**config.mk**
```make
export PLATFORM = sky130hd
export DESIGN_NAME = lock_sequencer
export DESIGN_NICKNAME = d
export VERILOG_FILES = /design/src/rtl/lock_pkg.sv /design/src/rtl/lock_timer.sv /design/src/rtl/lock_sequencer.sv
export SDC_FILE = /design/constraint.sdc
export NUM_CORES = 1
export LEC_CHECK = 0
export ABC_AREA = 1
export CAP_MARGIN = 25
export CORE_ASPECT_RATIO = 1.25
export CORE_UTILIZATION = 50
export DETAILED_ROUTE_END_ITERATION = 7
export GPL_TIMING_DRIVEN = 0
export PLACE_DENSITY = 0.82
export SYNTH_ARGS = -nofsm -noshare
export SYNTH_HDL_FRONTEND = slang
export SYNTH_SLANG_ARGS = --single-unit
```
**constraint.sdc**
```tcl
create_clock -name clk -period 4.21 [get_ports clk]
set_input_delay 0.6315 -clock clk [delete_from_list [all_inputs] [get_ports clk]]
set_output_delay 0.6315 -clock clk [all_outputs]
set_load 0.01 [all_outputs]
```
**src/rtl/lock_pkg.sv**
```systemverilog
// lock_pkg: shared state encoding, datapath widths and timer sizing for the lock sequencer
package lock_pkg;
  typedef enum logic [2:0] {IDLE, ENTRY, CMP, UNLOCK, FAIL, LOCKOUT} state_t;
  localparam int PW_W = 16;
  localparam int DIGIT_W = 4;
  localparam int DIGITS = 4;
  function automatic int timer_width(input int a, input int b, input int c);
    int m;
    m = a > b ? a : b;
    m = m > c ? m : c;
    return m > 1 ? $clog2(m) : 1;
  endfunction
  localparam int TIMER_W = timer_width(50_000_000, 500_000_000, 250_000_000);
endpackage

```
**src/rtl/lock_timer.sv**
```systemverilog
// lock_timer: loadable down-counter, expired while the count sits at zero
module lock_timer #(
  parameter int W = 8
) (
  input  logic         clk,
  input  logic         reset,
  input  logic         load,
  input  logic [W-1:0] load_val,
  output logic         expired
);
  logic [W-1:0] cnt;
  always_ff @(posedge clk or posedge reset)
    if (reset) cnt <= '0;
    else if (load) cnt <= load_val;
    else if (cnt != '0) cnt <= cnt - 1'b1;
  assign expired = cnt == '0;
endmodule

```
**src/rtl/lock_sequencer.sv**
```systemverilog
// lock_sequencer: keypad entry assembly, compare strobe, unlock window and failure lockout
module lock_sequencer
  import lock_pkg::*;
#(
  parameter int MAX_FAIL       = 3,
  parameter int UNLOCK_CYCLES  = 50_000_000,
  parameter int LOCKOUT_CYCLES = 500_000_000,
  parameter int ENTRY_TIMEOUT  = 250_000_000
) (
  input  logic                               clk,
  input  logic                               reset,
  input  logic                               key_valid,
  input  logic [DIGIT_W-1:0]                 key_code,
  input  logic                               key_enter,
  input  logic                               key_clear,
  input  logic                               match,
  output logic [PW_W-1:0]                    pw_16bit,
  output logic                               enb_cmp,
  output logic                               unlock,
  output logic                               lockout,
  output logic                               fail_pulse,
  output logic [2:0]                         digit_cnt,
  output logic [$clog2(MAX_FAIL+1)-1:0]      fail_cnt
);
  localparam int FW = $clog2(MAX_FAIL + 1);
  localparam int TW = timer_width(UNLOCK_CYCLES, LOCKOUT_CYCLES, ENTRY_TIMEOUT);
  state_t state, state_n;
  logic [PW_W-1:0] pw_n;
  logic [2:0] dc_n;
  logic [FW-1:0] fc_n;
  logic load, expired;
  logic [TW-1:0] load_val;
  lock_timer #(.W(TW)) u_timer (
    .clk      (clk),
    .reset    (reset),
    .load     (load),
    .load_val (load_val),
    .expired  (expired)
  );
  always_comb begin
    state_n  = state;
    pw_n     = pw_16bit;
    dc_n     = digit_cnt;
    fc_n     = fail_cnt;
    load     = 1'b0;
    load_val = '0;
    case (state)
      IDLE, ENTRY: begin
        if (key_clear) begin
          state_n = IDLE;
          pw_n    = '0;
          dc_n    = '0;
        end else if (key_enter && state == ENTRY) begin
          state_n = digit_cnt == 3'(DIGITS) ? CMP : FAIL;
          pw_n    = digit_cnt == 3'(DIGITS) ? pw_16bit : '0;
          dc_n    = digit_cnt == 3'(DIGITS) ? digit_cnt : '0;
        end else if (key_valid && digit_cnt < 3'(DIGITS)) begin
          state_n  = ENTRY;
          pw_n     = {pw_16bit[PW_W-DIGIT_W-1:0], key_code};
          dc_n     = digit_cnt + 1'b1;
          load     = 1'b1;
          load_val = TW'(ENTRY_TIMEOUT - 1);
        end else if (state == ENTRY && expired) begin
          state_n = IDLE;
          pw_n    = '0;
          dc_n    = '0;
        end
      end
      CMP: begin
        pw_n     = '0;
        dc_n     = '0;
        state_n  = match ? UNLOCK : FAIL;
        fc_n     = match ? '0 : fail_cnt;
        load     = match;
        load_val = TW'(UNLOCK_CYCLES - 1);
      end
      FAIL: begin
        fc_n     = fail_cnt + 1'b1;
        state_n  = fc_n == FW'(MAX_FAIL) ? LOCKOUT : IDLE;
        load     = fc_n == FW'(MAX_FAIL);
        load_val = TW'(LOCKOUT_CYCLES - 1);
      end
      UNLOCK: state_n = key_clear || expired ? IDLE : UNLOCK;
      LOCKOUT: begin
        state_n = expired ? IDLE : LOCKOUT;
        fc_n    = expired ? '0 : fail_cnt;
      end
      default: state_n = IDLE;
    endcase
  end
  always_ff @(posedge clk or posedge reset)
    if (reset) begin
      state     <= IDLE;
      pw_16bit  <= '0;
      digit_cnt <= '0;
      fail_cnt  <= '0;
    end else begin
      state     <= state_n;
      pw_16bit  <= pw_n;
      digit_cnt <= dc_n;
      fail_cnt  <= fc_n;
    end
  assign enb_cmp    = state == CMP;
  assign unlock     = state == UNLOCK;
  assign lockout    = state == LOCKOUT;
  assign fail_pulse = state == FAIL;
endmodule
```
Word level (Yosys, flattened, before mapping)
Index checks and enable logic that the tools add are counted.
Cells by class
  equality and inequality tests: 11
  multiplexer cells: 34
  order comparisons: 1
  $add $sub $neg: 3
  reduce and logical (&&, ||, !) cells: 13
Operators by type and width (count)
  one-hot mux 29 bit (3 select lines): 1
  2-to-1 mux 28 bit: 3
  2-to-1 mux 16 bit: 5
  2-to-1 mux 29 bit: 2
  2-to-1 mux 3 bit: 12
  one-hot mux 16 bit (2 select lines): 1
  zero test 29 bit: 1
  nonzero test 29 bit: 1
  subtractor 29 x 1 -> 29 bit (second input constant): 1
  one-hot mux 3 bit (5 select lines): 1
  equality test 3 bit (second input constant): 3
  equality test 3 x 2 -> 1 bit (second input constant): 2
  2-to-1 mux 2 bit: 3
  one-hot mux 2 bit (3 select lines): 1
  one-hot mux 3 bit (2 select lines): 1
  AND reduction 3 bit: 2
  != test 5 bit (second input constant): 1
  != test 4 bit (second input constant): 1
  nonzero test 2 bit: 2
  adder 3 x 1 -> 3 bit (second input constant): 1
  equality test 3 x 1 -> 1 bit (second input constant): 1
  logical AND 1 bit: 3
  zero test 3 bit: 1
  < comparator 3 bit (second input constant): 1
  9 further kinds: 11
Word-level totals
  output and inout port bits: 25
  flip-flop bits (word level): 53
  logic and storage cells: 67

Depth between registers and ports, before layout
Gate-level depths: netlist of run 1.
  word-level depth: 7
  mapped depth: 12
  depth with buffers taken out: 11

Modules after synthesis
A second synthesis of run 1 with hierarchy kept.
Second synthesis, totals
  cell total of the unflattened synthesis: 503
  area, all modules: 3727.3 µm²
By module, submodules not included
  lock_timer: area an instance 2065.7 µm², cells an instance 288, instances 1, sequential area each 725.7 µm²
  lock_sequencer: area an instance 1661.6 µm², cells an instance 215, instances 1, sequential area each 600.6 µm²

Worst setup path before layout of run 1
Ideal clock, no wire load.
  kind: input to register
  from: input port key_valid
  to: register u_timer.cnt[10]
  setup time: 123 ps
  path buffers: 1
  stages: 10
  path slack: 2611 ps
  arrival time: 1475 ps
  cells stage by stage: inv_1 -> nor2_1 -> inv_1 -> nor2_1 -> nand3_2 -> nand2_4 -> inv_4 -> buf_6 -> o21ai_1 -> a21oi_1
Between the ends
  longest elaborated chain between the ends: 6
  elaborated cells between the ends (all ways): 7
  classes of those cells: mux: 5; reduce/logical: 2
RTL lines
  start: declaration: RTL line lock_sequencer.sv:12  | input logic key_valid,
  logical AND 1 bit (*): RTL line lock_sequencer.sv:57  | end else if (key_valid && digit_cnt < 3'(DIGITS)) begin
  2-to-1 mux 1 bit (*): RTL line lock_sequencer.sv:57
  2-to-1 mux 1 bit (*): RTL line lock_sequencer.sv:53  | end else if (key_enter && state == ENTRY) begin
  2-to-1 mux 1 bit (*): RTL line lock_sequencer.sv:49  | if (key_clear) begin
  one-hot mux 1 bit (3 select lines) (*): RTL line lock_sequencer.sv:47  | case (state)
  2-to-1 mux 29 bit or nonzero test 2 bit (tied branches)
  end signal: assignment: RTL line lock_timer.sv:14  | else if (load) cnt <= load_val;
  end signal: assignment: RTL line lock_timer.sv:15  | else if (cnt != '0) cnt <= cnt - 1'b1;
  end: declaration: RTL line lock_timer.sv:11  | logic [W-1:0] cnt;
Every way passes the cells marked *; elsewhere a longest branch is shown, timed or not.
A chain may end at the register's enable or synchronous reset.

Worst setup path in the final report of run 1
  from: register state[0]
  to: output port enb_cmp
Between the ends
  longest elaborated chain between the ends: 1
RTL lines
  start: declaration: RTL line lock_sequencer.sv:27  | state_t state, state_n;
  start signal: assignment: RTL line lock_sequencer.sv:98  | state <= state_n;
  equality test 3 x 2 -> 1 bit: RTL line lock_sequencer.sv:103  | assign enb_cmp = state == CMP;
  end: declaration: RTL line lock_sequencer.sv:18  | output logic enb_cmp,
No other way between the ends.

==> results of run 1 <==
-- report_power, final --
part           leakage [uW]  internal [uW]  switching (uW)  total [uW]
Sequential         0.000616            516            6.11         522
Combinational       0.00115           28.1            29.8        57.9
Clock             0.0000542            149             174         323
-- kinds of logic (layout without fill, tap and decap cells) --
group | count (synthesis) | in the layout | share of synthesized area
AO/OA/AOI/OAI | 39 | 39 | 0.0677
XOR/XNOR | 4 | 4 | 0.0107
adder cells (fa/ha/maj) | 5 | 5 | 0.0191
buffers and inverters | 64 | 107 | 0.0930
flip-flops | 53 | 53 | 0.406
AND/OR/NAND/NOR | 308 | 308 | 0.404
-- sequential cells by signal, indices dropped and copies added (netlist names) --
name,cells
u_timer.cnt,29
pw_16bit,16
digit_cnt,3
state,3
fail_cnt,2
-- per-layer routing --
metal	vias up	wire length, um	global-route usage	part of all wire
li1	1579	-	-	-
met2	78	4320	0.482	0.52
met3	18	316	0.0403	0.038
met4	0	210	0.105	0.026
met1	1506	3390	0.303	0.41
met5	-	0	0	0
-- cell type report --
cell class / count / share of cell area
multi-input cells: 356 / 0.427
flip-flops and latches: 53 / 0.346
repair buffers: 35 / 0.0939
inverters: 52 / 0.0515
plain buffers: 12 / 0.0277
well taps: 85 / 0.0277
clock buffers: 7 / 0.0251
clock inverters: 1 / 0.00130
-- cells in the final DEF (no fill, tap or decap), types with 2 or more instances in the layout --
master,instances
o21bai_1,3
nand4_1,4
buf_2,4
nor3_2,2
a31oi_1,7
o21ai_1,2
buf_6,7
nand3b_1,3
nor2_1,81
nor2_2,8
ha_1,5
clkbuf_8,7
nand3_1,47
o21ai_0,7
nand2_2,4
a21oi_1,17
nand2_1,147
xor2_1,3
nor3_1,6
clkdlybuf4s50_1,34
inv_1,48
nand2_4,2
dfrtp_1,53
inv_2,3
-- worst min path at each step --
| stage | cells after the start | end | from | slack, ps |
|---|---|---|---|---|
| after floorplan | 2 | pw_16bit[12] | pw_16bit[12] | 510 |
| after global placement | 2 | pw_16bit[13] | pw_16bit[13] | 460 |
| after detailed placement | 2 | pw_16bit[13] | pw_16bit[13] | 470 |
| after CTS | 2 | pw_16bit[13] | pw_16bit[13] | 490 |
| after global routing | 2 | pw_16bit[14] | pw_16bit[14] | 520 |
| final | 2 | pw_16bit[14] | pw_16bit[14] | 480 |
-- stage by stage --
stage | cell area [um2] | hold slack (ps) | setup slack [ps] | total power [uW]
floorplan | 3270 | 509 | 2290 | 557
global placement | 3720 | 457 | 1260 | 588
detailed placement | 3740 | 466 | 1880 | 591
CTS | 3840 | 489 | 1810 | 905
global route | 3840 | 525 | 1760 | 926
finish | 3840 | 481 | 1810 | 903
-- worst register-to-register path, stage by stage, from the launching register on --
cell and delay, ps:
dfrtp_1 390, inv_1 150, ha_1 320, nand2_1 140, nor2_1 310, nand2_1 170
inv_1 140, nand2_1 70, nand2_1 60, nand3_1 60, a21oi_1 140
==> metrics.md, run 1 <==
| Metric | Value |
|---|---|
| Maxcap violations | `0` |
| Hold Buf Count CTS | `0` |
| Synth async-reset ratio | `1.00` |
| Fill cells | `603` |
| N_diodes | `0` |
| Final ANT Viol Nets | `0` |
| Mapped Cells | `473` |
| Site row count | `32` |
| Final clock skew | `7.46 ps` |
| Post_cts resized | `0` |
| Root Buffer | `clkbuf_8` |
| Worst reg2reg startpoint | `u_timer.cnt[0]` |
| Die height | `92.4 um` |
| Crit path time final | `2400 ps` |
| Max Freq | `416 MHz` |
| R2r endpoint | `u_timer.cnt[20]` |
| Drt total wl | `8230 um` |
| Post-detail-place hpwl | `6220 um` |
| Clock sinks | `53` |
| Post-synthesis sequential area ratio | `0.406` |
| Clk_lat worst skew | `310 ps` |
| Critical-path top delay cell | `clkdlybuf4s50_1` |
| First-pass GRT wire length | `14000 um` |
| # DRC | `0` |
| Post-synth top area share | `0.406` |
| Peak VDD IR | `0.000170 V` |
| Clk slew on worst S/H paths | `90 ps` |
| Initial Utilization | `0.523` |
| Worst setup EP type | `primary output` |
| Register area | `1330 um2` |
| Setup crit start | `state[0]` |
| CTS tree | `yes` |
| Pin count of the biggest net entering global routing | `31` |
| Area of the die | `6870 um2` |
| GRT Util Overall | `0.265` |
| Worst path required time | `3580 ps` |
| Syn avg cell area | `6.91 um2` |
| Max Slew Vio Count | `0` |
| Tightest Pin Transition | `537 ps` |
| Net Count, Synth | `488` |
| Final hold vios | `0` |
| Final setup viols | `0` |
| IO Pins | `35` |
| Area contributors post-synth | `dfrtp_1, nand2_1, nor2_1` |
| Detailed-route via count | `3181` |
| FF+latch count, synth | `53` |
| Ys Warns | `0` |
| Initial antenna violation count | `0` |
| Starting DRT DRC Count | `219` |
| DR vias/cell | `5.29` |
| Tcrit/Tclk final | `0.571` |
| Clock Path Buffers | `2` |
| Drt first pass iters | `6` |
| Run status | `complete, no violations` |
| Most frequent cell after synthesis | `nand2_1` |
| Crit path DAT | `1770 ps` |
| Cells along the critical path | `nor3_2, clkdlybuf4s50_1` |
| Most instantiated cells after synthesis | `nand2_1, nor2_1, dfrtp_1` |
| Remaining Overflow, GRT | `0` |
| Placed cell count | `593` |
| Startpoint types | `flip-flop` |
| Number of distinct library cells after synthesis | `32` |
| Pleak | `0.00182 uW` |
| Post-synth EDFFs | `0` |
| Clock H-tree levels | `2` |
| Final core occ | `0.614` |
| Number of global-route vias before repair | `3147` |
| Synthesis-to-finish area growth | `17.4%` |
| Die W | `74.3 um` |
| # nets final | `530` |
| Crit path max fanout | `5` |
| CP bufs+invs | `1` |
| Core area | `6250 um2` |
| R2R cell count | `10` |
| Final cell count without fillers | `601` |
| Drt wl/cell | `13.7 um` |
| PortBufs | `34` |
| FF-to-FF setup slack | `2200 ps` |
| Max_slew headroom | `0.641` |
| Multi-input gate area in the final layout | `1640 um2` |
| Largest area contributor in the netlist | `dfrtp_1` |
| Postcts setup bufs | `0` |
| Gpl congestion | `0.920` |
| Crit Path Category | `flip-flop to primary output` |
| Primary FF master, synth | `dfrtp_1` |
| Inserted Clock Buffers | `5` |
| WP depth | `2` |
| Setup TNS | `0 ps` |
| Crit-path max cell delay | `620 ps` |
| Worst hold path type | `flip-flop to flip-flop` |
| PwrDens | `235 nW/um2` |
| RSZ-0062 raised after global routing | `false` |
| Post-Syn Area | `3270 um2` |
| Critical Path Sink | `enb_cmp` |
| Cell family with most CP delay | `buffers and inverters` |
| Share of cells above drive strength 1 | `0.0872` |
No activity file was read; power rests on OpenSTA's default activity.
==> run 2, diff against run 1 <==
==> constraint.sdc (replaced) <==
create_clock -name clk -period 2.5 [get_ports clk]
set_input_delay 0.375 -clock clk [delete_from_list [all_inputs] [get_ports clk]]
set_output_delay 0.375 -clock clk [all_outputs]
set_load 0.01 [all_outputs]
==> results of run 2 <==
Same layout as run 1 (identical final DEF). Status: complete, no violations.
Main changes from that run: setup slack after placement 1880 ps -> 426 ps; clock-pin slew on the worst setup and hold paths 90 ps -> 100 ps; setup slack after layout 1810 ps -> 354 ps; hold slack 481 ps -> 413 ps; register-to-register setup slack 2200 ps -> 490 ps; total power 903 uW -> 1520 uW; worst IR drop on VDD 0.000170 V -> 0.000286 V
==> run 3, diff against run 2 <==
--- a/config.mk
+++ b/config.mk
@@ -10,6 +10,7 @@
 export CORE_ASPECT_RATIO = 1.25
 export CORE_UTILIZATION = 50
 export DETAILED_ROUTE_END_ITERATION = 7
+export GPL_ROUTABILITY_DRIVEN = 0
 export GPL_TIMING_DRIVEN = 0
 export PLACE_DENSITY = 0.82
 export SYNTH_ARGS = -nofsm -noshare
==> run 3 against run 2 <==
First-iteration DRC count grew 4.6%. Utilization increased by 0.24 points. Sequential power is essentially flat. Global-route usage increased by 0.43 points. Clock power grew 12%. Clock skew down 0.54 ps. Setup slack improved by 39 ps. Count of clock-buffer cells in the layout unchanged. Sequential share of layout area down 0.13 points. Critical path type unchanged. Critical endpoint unchanged. Largest power group unchanged.
==> metrics.md, run 3 (synthesis gave the netlist of run 1 again) <==
| Metric | Value |
|---|---|
| Drt total wl | `7960 um (-3.3%)` |
| Area of the die | `6870 um2 (unchanged)` |
| Worst path required time | `2120 ps` |
| R2r endpoint | `u_timer.cnt[20]` |
| Initial Utilization | `0.523 (unchanged)` |
| Core area | `6250 um2 (unchanged)` |
| DP Area | `3740 um2 (unchanged)` |
| Die height | `92.4 um (unchanged)` |
| Final core occ | `0.617 (+0.00240)` |
| Remaining Overflow, GRT | `0 (unchanged)` |
| # nets final | `530 (unchanged)` |
| Clock sinks | `53 (unchanged)` |
| Final clock skew | `6.93 ps (-0.536 ps)` |
| Maxcap violations | `0 (unchanged)` |
| Clk_lat worst skew | `310 ps (about the same)` |
| First-pass GRT wire length | `14200 um (+1.4%)` |
| Startpoint types | `flip-flop` |
| Max_slew headroom | `0.630 (-0.0111)` |
| Clock Path Buffers | `2 (unchanged)` |
| DR vias/cell | `5.20 (-1.8%)` |
| Max Slew Vio Count | `0 (unchanged)` |
| Crit-path max cell delay | `610 ps (about the same)` |
| Hold_ws | `423 ps` |
| Initial antenna violation count | `0 (unchanged)` |
| Pleak | `0.00183 uW (+0.23%)` |
| Crit path DAT | `1730 ps (-40 ps)` |
| Tightest Pin Transition | `554 ps (+16.6 ps)` |
| Critical-path top delay cell | `clkdlybuf4s50_1` |
| Peak VDD IR | `0.000301 V` |
| Clock H-tree levels | `2 (unchanged)` |
| N_diodes | `0 (unchanged)` |
| # DRC | `0 (unchanged)` |
| Top Registers | `u_timer.cnt: 29 flops, pw_16bit: 16 flops` |
| PortBufs | `34 (unchanged)` |
| R2R cell count | `10 (unchanged)` |
| Crit path time final | `2110 ps` |
| FF-to-FF setup slack | `590 ps` |
| Max Freq | `475 MHz` |
| Cells along the critical path | `nor3_2, clkdlybuf4s50_1` |
| Tcrit/Tclk final | `0.843` |
| CTS tree | `yes` |
| Crit Path Category | `flip-flop to primary output` |
| Final setup viols | `0 (unchanged)` |
| Detailed-route via count | `3123 (-1.8%)` |
| Commonest non-fill, non-tap cells in the layout | `nand2_1, nor2_1, dfrtp_1` |
| Final instance area | `3850 um2 (+0.39%)` |
| Root Buffer | `clkbuf_8` |
| Post-detail-place hpwl | `5900 um (-5.1%)` |
| Final ANT Viol Nets | `0 (unchanged)` |
| Drt wl/cell | `13.2 um (-3.3%)` |
| Post_cts resized | `0 (unchanged)` |
| Worst setup EP type | `primary output` |
| Run status | `complete, no violations` |
| Final hold vios | `0 (unchanged)` |
| Hold Buf Count CTS | `0 (unchanged)` |
| Max reg flops | `29 (unchanged)` |
| IO Pins | `35 (unchanged)` |
| Drt first pass iters | `7 (+1)` |
| Biggest register | `u_timer.cnt` |
| Share of cells above drive strength 1 | `0.0853 (-0.00194)` |
| Postcts setup bufs | `0 (unchanged)` |
| Inserted Clock Buffers | `5 (unchanged)` |
| Number of global-route vias before repair | `3089 (-1.8%)` |
| PwrDens | `413 nW/um2` |
| Clk slew on worst S/H paths | `90 ps` |
| Commonest non-fill, non-tap cell in the layout | `nand2_1` |
| Worst hold path type | `primary input to asynchronous set/reset pin` |
| Site row count | `32 (unchanged)` |
| Starting DRT DRC Count | `229 (+4.6%)` |
| RSZ-0062 raised after global routing | `false` |
| Synthesis-to-finish area growth | `17.8%` |
| Worst reg2reg startpoint | `u_timer.cnt[0]` |
| Die W | `74.3 um (unchanged)` |
| Crit path max fanout | `5 (unchanged)` |
| Pin count of the biggest net entering global routing | `30 (-3.2%)` |
| GRT Util Overall | `0.270 (+0.00427)` |
-- run 3: worst max-delay path: cells and delay by family, from the launching register on --
| family | cells | cell delay (ps) |
|---|---|---|
| DFF | 1 | 450 |
| buffers and inverters | 1 | 610 |
| and+or+nand+nor | 1 | 360 |
-- run 3: final cells by class --
cell class	instances	area, um2
plain buffers	12	106
clock buffers	7	86.3
clock inverters	1	30.0
fillers	566	2390
inverters	52	198
multi-input cells	356	1640
flip-flops and latches	53	1330
well taps	85	106
repair buffers	35	360
-- run 3: metrics by stage --
| stage | setup TNS [ps] | std cells | setup slack (ps) | power (uW) |
|---|---|---|---|---|
| detailed placement | 0 | 593 | 441 | 995 |
| global placement | -9010 | 592 | -172 | 989 |
| CTS | 0 | 601 | 382 | 1600 |
| floorplan | 0 | 473 | 839 | 939 |
| finish | 0 | 601 | 393 | 1590 |
| global route | 0 | 601 | 289 | 1640 |
-- run 3: worst max path at each step --
| stage | from | endpoint | slack [ps] | depth (start not counted) |
|---|---|---|---|---|
| 2_1_floorplan | reset | digit_cnt[0] | 840 | 1 |
| 5_1_grt | u_timer.cnt[0] | u_timer.cnt[20] | 290 | 10 |
| 3_5_place_dp | key_valid | u_timer.cnt[2] | 440 | 10 |
| 3_3_place_gp | reset | state[0] | -170 | 2 |
| 4_1_cts | state[0] | enb_cmp | 380 | 2 |
| 6_report | state[0] | enb_cmp | 390 | 2 |
-- run 3: layer usage --
layer  track usage  vias to the layer above  routed length, um
met3        0.0435                       20                373
met2         0.467                       91               4220
li1              -                     1572                  -
met1         0.324                     1440               3150
met4         0.115                        0                210
met5             0                        -                  0
-- run 3: power breakdown --
part	internal [uW]	total [uW]	switching (uW)
clock	327	612	285
combinational	47.4	97.8	50.5
sequential	869	879	10.3
